### src/rtl/cromossomo_serial_loader_if.sv
// Byte-stream and chromosome bundle between the serial source, the loader and the phenotype stage.
// The master side drives the byte stream and control pulses; the slave side is the loader.
interface cromossomo_serial_loader_if #(
  parameter int CHROM_BITS = 468,
  parameter int BYTE_W     = 8
);
  logic                  start;
  logic                  abort;
  logic [BYTE_W-1:0]     in_data;
  logic                  in_valid;
  logic                  in_ready;
  logic [CHROM_BITS-1:0] cromossomo;
  logic                  chrom_valid;
  logic                  busy;
  logic                  load_done;
  logic                  pad_err;

  modport master (
    output start, abort, in_data, in_valid,
    input  in_ready, cromossomo, chrom_valid, busy, load_done, pad_err
  );

  modport slave (
    input  start, abort, in_data, in_valid,
    output in_ready, cromossomo, chrom_valid, busy, load_done, pad_err
  );
endinterface

### src/rtl/cromossomo_serial_loader.sv
// Assembles a chromosome byte-by-byte into a shadow register and commits it in one edge,
// so the phenotype mapper never sees a half-loaded chromosome.
module cromossomo_serial_loader #(
  parameter int CHROM_BITS = 468,
  parameter int BYTE_W     = 8
) (
  input  logic                       clk,
  input  logic                       rst,
  cromossomo_serial_loader_if.slave  bus
);

  localparam int NUM_BYTES = (CHROM_BITS + BYTE_W - 1) / BYTE_W;
  localparam int SHADOW_W  = NUM_BYTES * BYTE_W;
  localparam int PAD_BITS  = SHADOW_W - CHROM_BITS;
  localparam int CNT_W     = (NUM_BYTES > 1) ? $clog2(NUM_BYTES) : 1;
  localparam logic [CNT_W-1:0] LAST_CNT = CNT_W'(NUM_BYTES - 1);

  typedef enum logic [1:0] {
    S_IDLE   = 2'd0,
    S_LOAD   = 2'd1,
    S_COMMIT = 2'd2
  } state_t;

  state_t                state_q, state_d;
  logic [CNT_W-1:0]      byte_cnt_q, byte_cnt_d;
  logic [BYTE_W-1:0]     shadow_q [NUM_BYTES];
  logic [SHADOW_W-1:0]   shadow_flat;
  logic [CHROM_BITS-1:0] crom_q;
  logic                  chrom_valid_q;
  logic                  in_ready_q;
  logic                  load_done_q;
  logic                  pad_err_q;

  logic                  beat;
  logic                  wr_en;
  logic                  commit_ok;
  logic                  commit_bad;
  logic                  pad_nz;

  // in_ready_q is only ever high while in LOAD, so beats cannot occur in other states.
  assign beat = bus.in_valid & in_ready_q;

  generate
    for (genvar gi = 0; gi < NUM_BYTES; gi++) begin : g_shadow
      always_ff @(posedge clk or posedge rst) begin
        if (rst) begin
          shadow_q[gi] <= '0;
        end else if (wr_en && (byte_cnt_q == CNT_W'(gi))) begin
          shadow_q[gi] <= bus.in_data;
        end
      end
      assign shadow_flat[gi*BYTE_W +: BYTE_W] = shadow_q[gi];
    end
  endgenerate

  generate
    if (PAD_BITS > 0) begin : g_pad
      assign pad_nz = |shadow_flat[SHADOW_W-1:CHROM_BITS];
    end else begin : g_nopad
      assign pad_nz = 1'b0;
    end
  endgenerate

  always_comb begin
    state_d    = state_q;
    byte_cnt_d = byte_cnt_q;
    wr_en      = 1'b0;
    commit_ok  = 1'b0;
    commit_bad = 1'b0;
    unique case (state_q)
      S_IDLE: begin
        if (bus.start) begin
          state_d    = S_LOAD;
          byte_cnt_d = '0;
        end
      end
      S_LOAD: begin
        // abort beats start beats a data beat; a restart drops the same-cycle byte.
        if (bus.abort) begin
          state_d    = S_IDLE;
          byte_cnt_d = '0;
        end else if (bus.start) begin
          byte_cnt_d = '0;
        end else if (beat) begin
          wr_en = 1'b1;
          if (byte_cnt_q == LAST_CNT) begin
            state_d    = S_COMMIT;
            byte_cnt_d = '0;
          end else begin
            byte_cnt_d = byte_cnt_q + 1'b1;
          end
        end
      end
      S_COMMIT: begin
        state_d = S_IDLE;
        if (pad_nz) commit_bad = 1'b1;
        else        commit_ok  = 1'b1;
      end
      default: begin
        state_d    = S_IDLE;
        byte_cnt_d = '0;
      end
    endcase
  end

  always_ff @(posedge clk or posedge rst) begin
    if (rst) begin
      state_q       <= S_IDLE;
      byte_cnt_q    <= '0;
      in_ready_q    <= 1'b0;
      load_done_q   <= 1'b0;
      pad_err_q     <= 1'b0;
      chrom_valid_q <= 1'b0;
      crom_q        <= '0;
    end else begin
      state_q     <= state_d;
      byte_cnt_q  <= byte_cnt_d;
      in_ready_q  <= (state_d == S_LOAD);
      load_done_q <= commit_ok;
      pad_err_q   <= commit_bad;
      if (commit_ok) begin
        crom_q        <= shadow_flat[CHROM_BITS-1:0];
        chrom_valid_q <= 1'b1;
      end
    end
  end

  assign bus.in_ready    = in_ready_q;
  assign bus.cromossomo  = crom_q;
  assign bus.chrom_valid = chrom_valid_q;
  assign bus.busy        = (state_q == S_LOAD) || (state_q == S_COMMIT);
  assign bus.load_done   = load_done_q;
  assign bus.pad_err     = pad_err_q;

endmodule

### src/flat_wrapper.sv
// flat-port wrapper written by rule: the top's interface ports become plain ports
module cromossomo_serial_loader_flat 
#(
  parameter int CHROM_BITS = 468,
  parameter int BYTE_W     = 8
)
  (clk, rst, bus_start, bus_abort, bus_in_data, bus_in_valid, bus_in_ready, bus_cromossomo, bus_chrom_valid, bus_busy, bus_load_done, bus_pad_err);
  cromossomo_serial_loader_if #(.CHROM_BITS(CHROM_BITS), .BYTE_W(BYTE_W)) bus_i ();
  input  logic clk;
  input  logic rst;
  input wire logic [$bits(bus_i.start)-1:0] bus_start;
  input wire logic [$bits(bus_i.abort)-1:0] bus_abort;
  input wire logic [$bits(bus_i.in_data)-1:0] bus_in_data;
  input wire logic [$bits(bus_i.in_valid)-1:0] bus_in_valid;
  output wire logic [$bits(bus_i.in_ready)-1:0] bus_in_ready;
  output wire logic [$bits(bus_i.cromossomo)-1:0] bus_cromossomo;
  output wire logic [$bits(bus_i.chrom_valid)-1:0] bus_chrom_valid;
  output wire logic [$bits(bus_i.busy)-1:0] bus_busy;
  output wire logic [$bits(bus_i.load_done)-1:0] bus_load_done;
  output wire logic [$bits(bus_i.pad_err)-1:0] bus_pad_err;
  assign bus_i.start = bus_start;
  assign bus_i.abort = bus_abort;
  assign bus_i.in_data = bus_in_data;
  assign bus_i.in_valid = bus_in_valid;
  assign bus_in_ready = bus_i.in_ready;
  assign bus_cromossomo = bus_i.cromossomo;
  assign bus_chrom_valid = bus_i.chrom_valid;
  assign bus_busy = bus_i.busy;
  assign bus_load_done = bus_i.load_done;
  assign bus_pad_err = bus_i.pad_err;
  cromossomo_serial_loader #(.CHROM_BITS(CHROM_BITS), .BYTE_W(BYTE_W)) u_core (.clk(clk), .rst(rst), .bus(bus_i));
endmodule
### config.mk
export PLATFORM = sky130hd
export DESIGN_NAME = cromossomo_serial_loader_flat
export DESIGN_NICKNAME = d
export VERILOG_FILES = /design/src/rtl/cromossomo_serial_loader_if.sv /design/src/rtl/cromossomo_serial_loader.sv /design/src/flat_wrapper.sv
export SDC_FILE = /design/constraint.sdc
export NUM_CORES = 1
export LEC_CHECK = 0
export ABC_AREA = 1
export BUFFER_PORTS_ARGS = -buffer_cell sky130_fd_sc_hd__buf_2
export CAP_MARGIN = 15
export CORE_UTILIZATION = 60
export CTS_CLUSTER_DIAMETER = 100
export DETAILED_ROUTE_END_ITERATION = 6
export MAX_ROUTING_LAYER = met4
export PLACE_DENSITY_LB_ADDON = 0.25
export SETUP_SLACK_MARGIN = 0.2
export SYNTH_ARGS = -nofsm -noshare
export SYNTH_HDL_FRONTEND = slang
export SYNTH_SLANG_ARGS = --single-unit
### constraint.sdc
create_clock -name clk -period 43.9 [get_ports clk]
set_input_delay 2.195 -clock clk [delete_from_list [all_inputs] [get_ports clk]]
set_output_delay 2.195 -clock clk [all_outputs]
set_load 0.01 [all_outputs]
==> summary by stage <==
Run
The tool flagged a number of max-cap violations equal to 0.

Outcome
The run finished with clean final reports.

Global routing
The first global-routing pass estimated ~160 mm of wire. The initial antenna violation count is 4. The via count of the first global-routing pass is 27.6k. After global routing the overflow that remains totals 0. Entering global routing, the biggest net connects 250 pins. The aggregate global-route resource usage is 0.345.

Final layout
The number of fill cells is 4608. The area taken by flip-flops and latches is between 20000 and 25000 um^2. In the final layout, the share of cells above drive strength 1 is 0.163. After routing the design area is ~43000 um^2. For this run, the post-layout net count is 4544.

The area growth from synthesis to layout is 16.4%. The multi-input combinational cells in the finished layout cover a total of around 12000 um^2.

Synthesis
The number of flops mapped to enable cells by yosys is 0. Of the synthesized area, sequential elements account for 0.651. The fraction of synthesis flops using an asynchronous set or reset pin is 1.00.

The mapped netlist covers about 37000 um^2. The number of nets handed over by synthesis was 4129. Ranked by instance count, the synthesized netlist is headed by nand2_1 (2575), dfrtp_1 (952), o21ai_0 (117).

The dominant cell type by area after synthesis is dfrtp_1. After synthesis the netlist holds a flip-flop and latch count of 952. The area share of the largest cell type after synthesis is 0.651. The dominant cell by count in the synthesized netlist is nand2_1. Synthesis produced 4109 cells. The number of warnings reported in the yosys synthesis log is 0. The main flop type after synthesis is dfrtp_1. The average footprint of a synthesized cell is ~8.9 um^2. The unique cell type count in the Yosys netlist is 25. In the post-synthesis netlist, the biggest area contributors are dfrtp_1 (65%), nand2_1 (26%), o21ai_0 (1.6%).

Placement
The half-perimeter wire length of the detailed placement result is 61.5 mm. The count of buffers inserted at the top-level ports is between 400 and 500. The routability congestion estimate from global placement is a little under 0.9. The cell area reported after detailed placement is 39400 um^2.

Route
Dividing the detail-routed wire length by the instance count gives around 19 um. Before antenna repair, the detailed router went through 5 iterations. After the first detailed-routing iteration, the DRC count stood at between 3k and 4k. The number of remaining DRC errors is 0.

Dividing the detail-routed via count by the number of cells gives between 5 and 6. The detailed-route wire length is 102 mm. The number of nets with antenna violations after detailed routing is 0.

The total number of vias is just under 30k.

Die
The die height is 249 um. The number of top-level pins is slightly below 500. The floorplan step defined a die boundary enclosing 62000 um^2. The initial utilization of the core area, before any placement, comes to 0.606.

The area of the core is 60400 um^2. After floorplanning, the core was divided into 90 placement rows. The die boundary width is roughly 250 um.

Power
IR analysis of the VDD net gives a maximum drop of ~0.034 mV. For this design the ratio of total power to cell area is between 40 and 50 nW/um^2. The analysis attributes to cell leakage a power of between 20 and 30 nW.

Clock network
After clock tree synthesis, the clock-pin slew on the worst setup and hold paths is about 0.060 ns. The hold-fix buffer count after cts is 0. Gates resized during post-CTS repair numbered 0. The buffers inserted during post-CTS setup optimization is 0. Clock tree synthesis inserted a total of 93 buffers. TritonCTS built the clock tree. The later-pin clock latency in the skew report is 0.64 ns. The clock tree synthesis step divided the H-tree into 3 levels. The number of buffers on the longest clock path is 3. For this design, the sink count on the clock tree is 952. The cell sitting at the root of the clock tree is a clkbuf_16.

STA
The number of hold violations in the final report was 0. In this run the tightest slew margin relative to its limit is 0.209. At the pin with the least slew margin, the transition time is roughly 1.2 ns.

The final clock skew is roughly 0.026 ns. The achievable frequency is slightly above 200 MHz. The final critical path time including I/O delays and setup is just under 5 ns. Setup repair after global routing left no endpoint under its margin.

Summed over all failing endpoints, the final setup total negative slack is 0 ns. The number of max-slew violations in the final report came to 0. Setup violations remaining at the end of the flow were counted as 0. The final period utilization is 0.112.

Setup path
Data on the critical path is required at its endpoint by around 45 ns. The type of the worst setup path is in -> async. The category of the worst setup path launch point is an input pin.

The maximum fanout encountered on the critical timing path is between 150 and 200. The arrival time at the worst endpoint is between 5 and 6 ns. The worst setup path is captured at an asynchronous set/reset pin.

Min path
The worst hold path belongs to the class reg -> reg.
[final cells by class]
class / count / area share
Antenna cell: 4 / 0.000235
Clock buffer: 136 / 0.0661
Clock inverter: 31 / 0.00791
Inverter: 124 / 0.0113
Multi-Input combinational cell: 2850 / 0.270
Sequential cell: 952 / 0.560
Tap cell: 782 / 0.0230
Timing Repair Buffer: 503 / 0.0618
[sequential cells by signal, summed over array words and instances, names as in the netlist]
signal	flops
u_core.bus.chrom_valid	1
u_core.bus.cromossomo	468
u_core.bus.in_ready	1
u_core.bus.load_done	1
u_core.bus.pad_err	1
u_core.byte_cnt_q	6
u_core.shadow_flat	472
u_core.state_q	2
[worst paths after layout]
kind | from | to | slack (ns) | cells after the start
max | rst | u_core.bus.cromossomo[27] | 38.97 | 5
min | u_core.shadow_flat[227] | u_core.bus.cromossomo[227] | 0.46 | 2
max reg2reg | u_core.state_q[0] | u_core.bus.cromossomo[175] | 39.28 | 9
min reg2reg | u_core.shadow_flat[227] | u_core.bus.cromossomo[227] | 0.46 | 2
max in group clk | bus_in_valid | u_core.shadow_flat[1] | 39.21 | 10
min in group asynchronous | rst | u_core.bus.cromossomo[227] | 1.71 | 2
[logic make-up after synthesis]
kind of cell / count (synthesis) / synth area share
AO/OA/AOI/OAI: 168 / 0.0230
XOR/XNOR: 1 / 0.000239
adder cells (fa/ha/maj): 7 / 0.00239
buffers and inverters: 307 / 0.0351
flip-flops: 952 / 0.651
AND/OR/NAND/NOR: 2674 / 0.288
[through the flow]
step / util / power, mW / std cells / hold slack (ns) / worst slack (ns)
floorplan: - / 0.940 / 4109 / 0.442 / 14.93
global placement: 0.653 / 0.961 / 5211 / 0.449 / 38.20
detailed placement: 0.653 / 0.962 / 5211 / 0.450 / 38.16
CTS: 0.705 / 1.77 / 5378 / 0.465 / 38.85
global route: 0.705 / 1.81 / 5382 / 0.484 / 38.43
finish: 0.705 / 1.76 / 5382 / 0.463 / 38.97
[layout by cell type (no fill, tap or decap), types with 3 or more instances in the layout]
cell type     n
clkbuf_8     26
nor3_2       33
clkbuf_16    96
o21ai_0     117
nand2_1    2574
buf_12        4
o21ai_1      47
inv_2        14
nor2_4        3
nor3_4       15
clkbuf_1     14
bufinv_16     6
buf_2       478
dfrtp_1     952
nor2_1       11
nand2_2      20
nand3_1      11
inv_1       108
inv_6         3
diode_2       4
clkinv_2     18
buf_4        21
a21oi_1       3
ha_1          7
[power by group]
group	switching, mW	internal, mW
clock network	0.338	0.479
logic	0.0480	0.00813
registers	0.00498	0.884
total	0.391	1.37
[worst max-delay path: stages]
cell and delay, ns:
buf_2 0.13, inv_8 0.58, buf_12 0.69, buf_4 0.82, buf_4 0.87
[routing by layer]
metal | up-vias | track usage | share of wire
met2 | 1256 | 0.520 | 0.47
li1 | 13300 | - | -
met5 | - | - | 0
met3 | 199 | 0.0536 | 0.079
met1 | 14200 | 0.483 | 0.42
met4 | 0 | 0.120 | 0.031
Note: power is estimated with default switching activity, not from simulation.
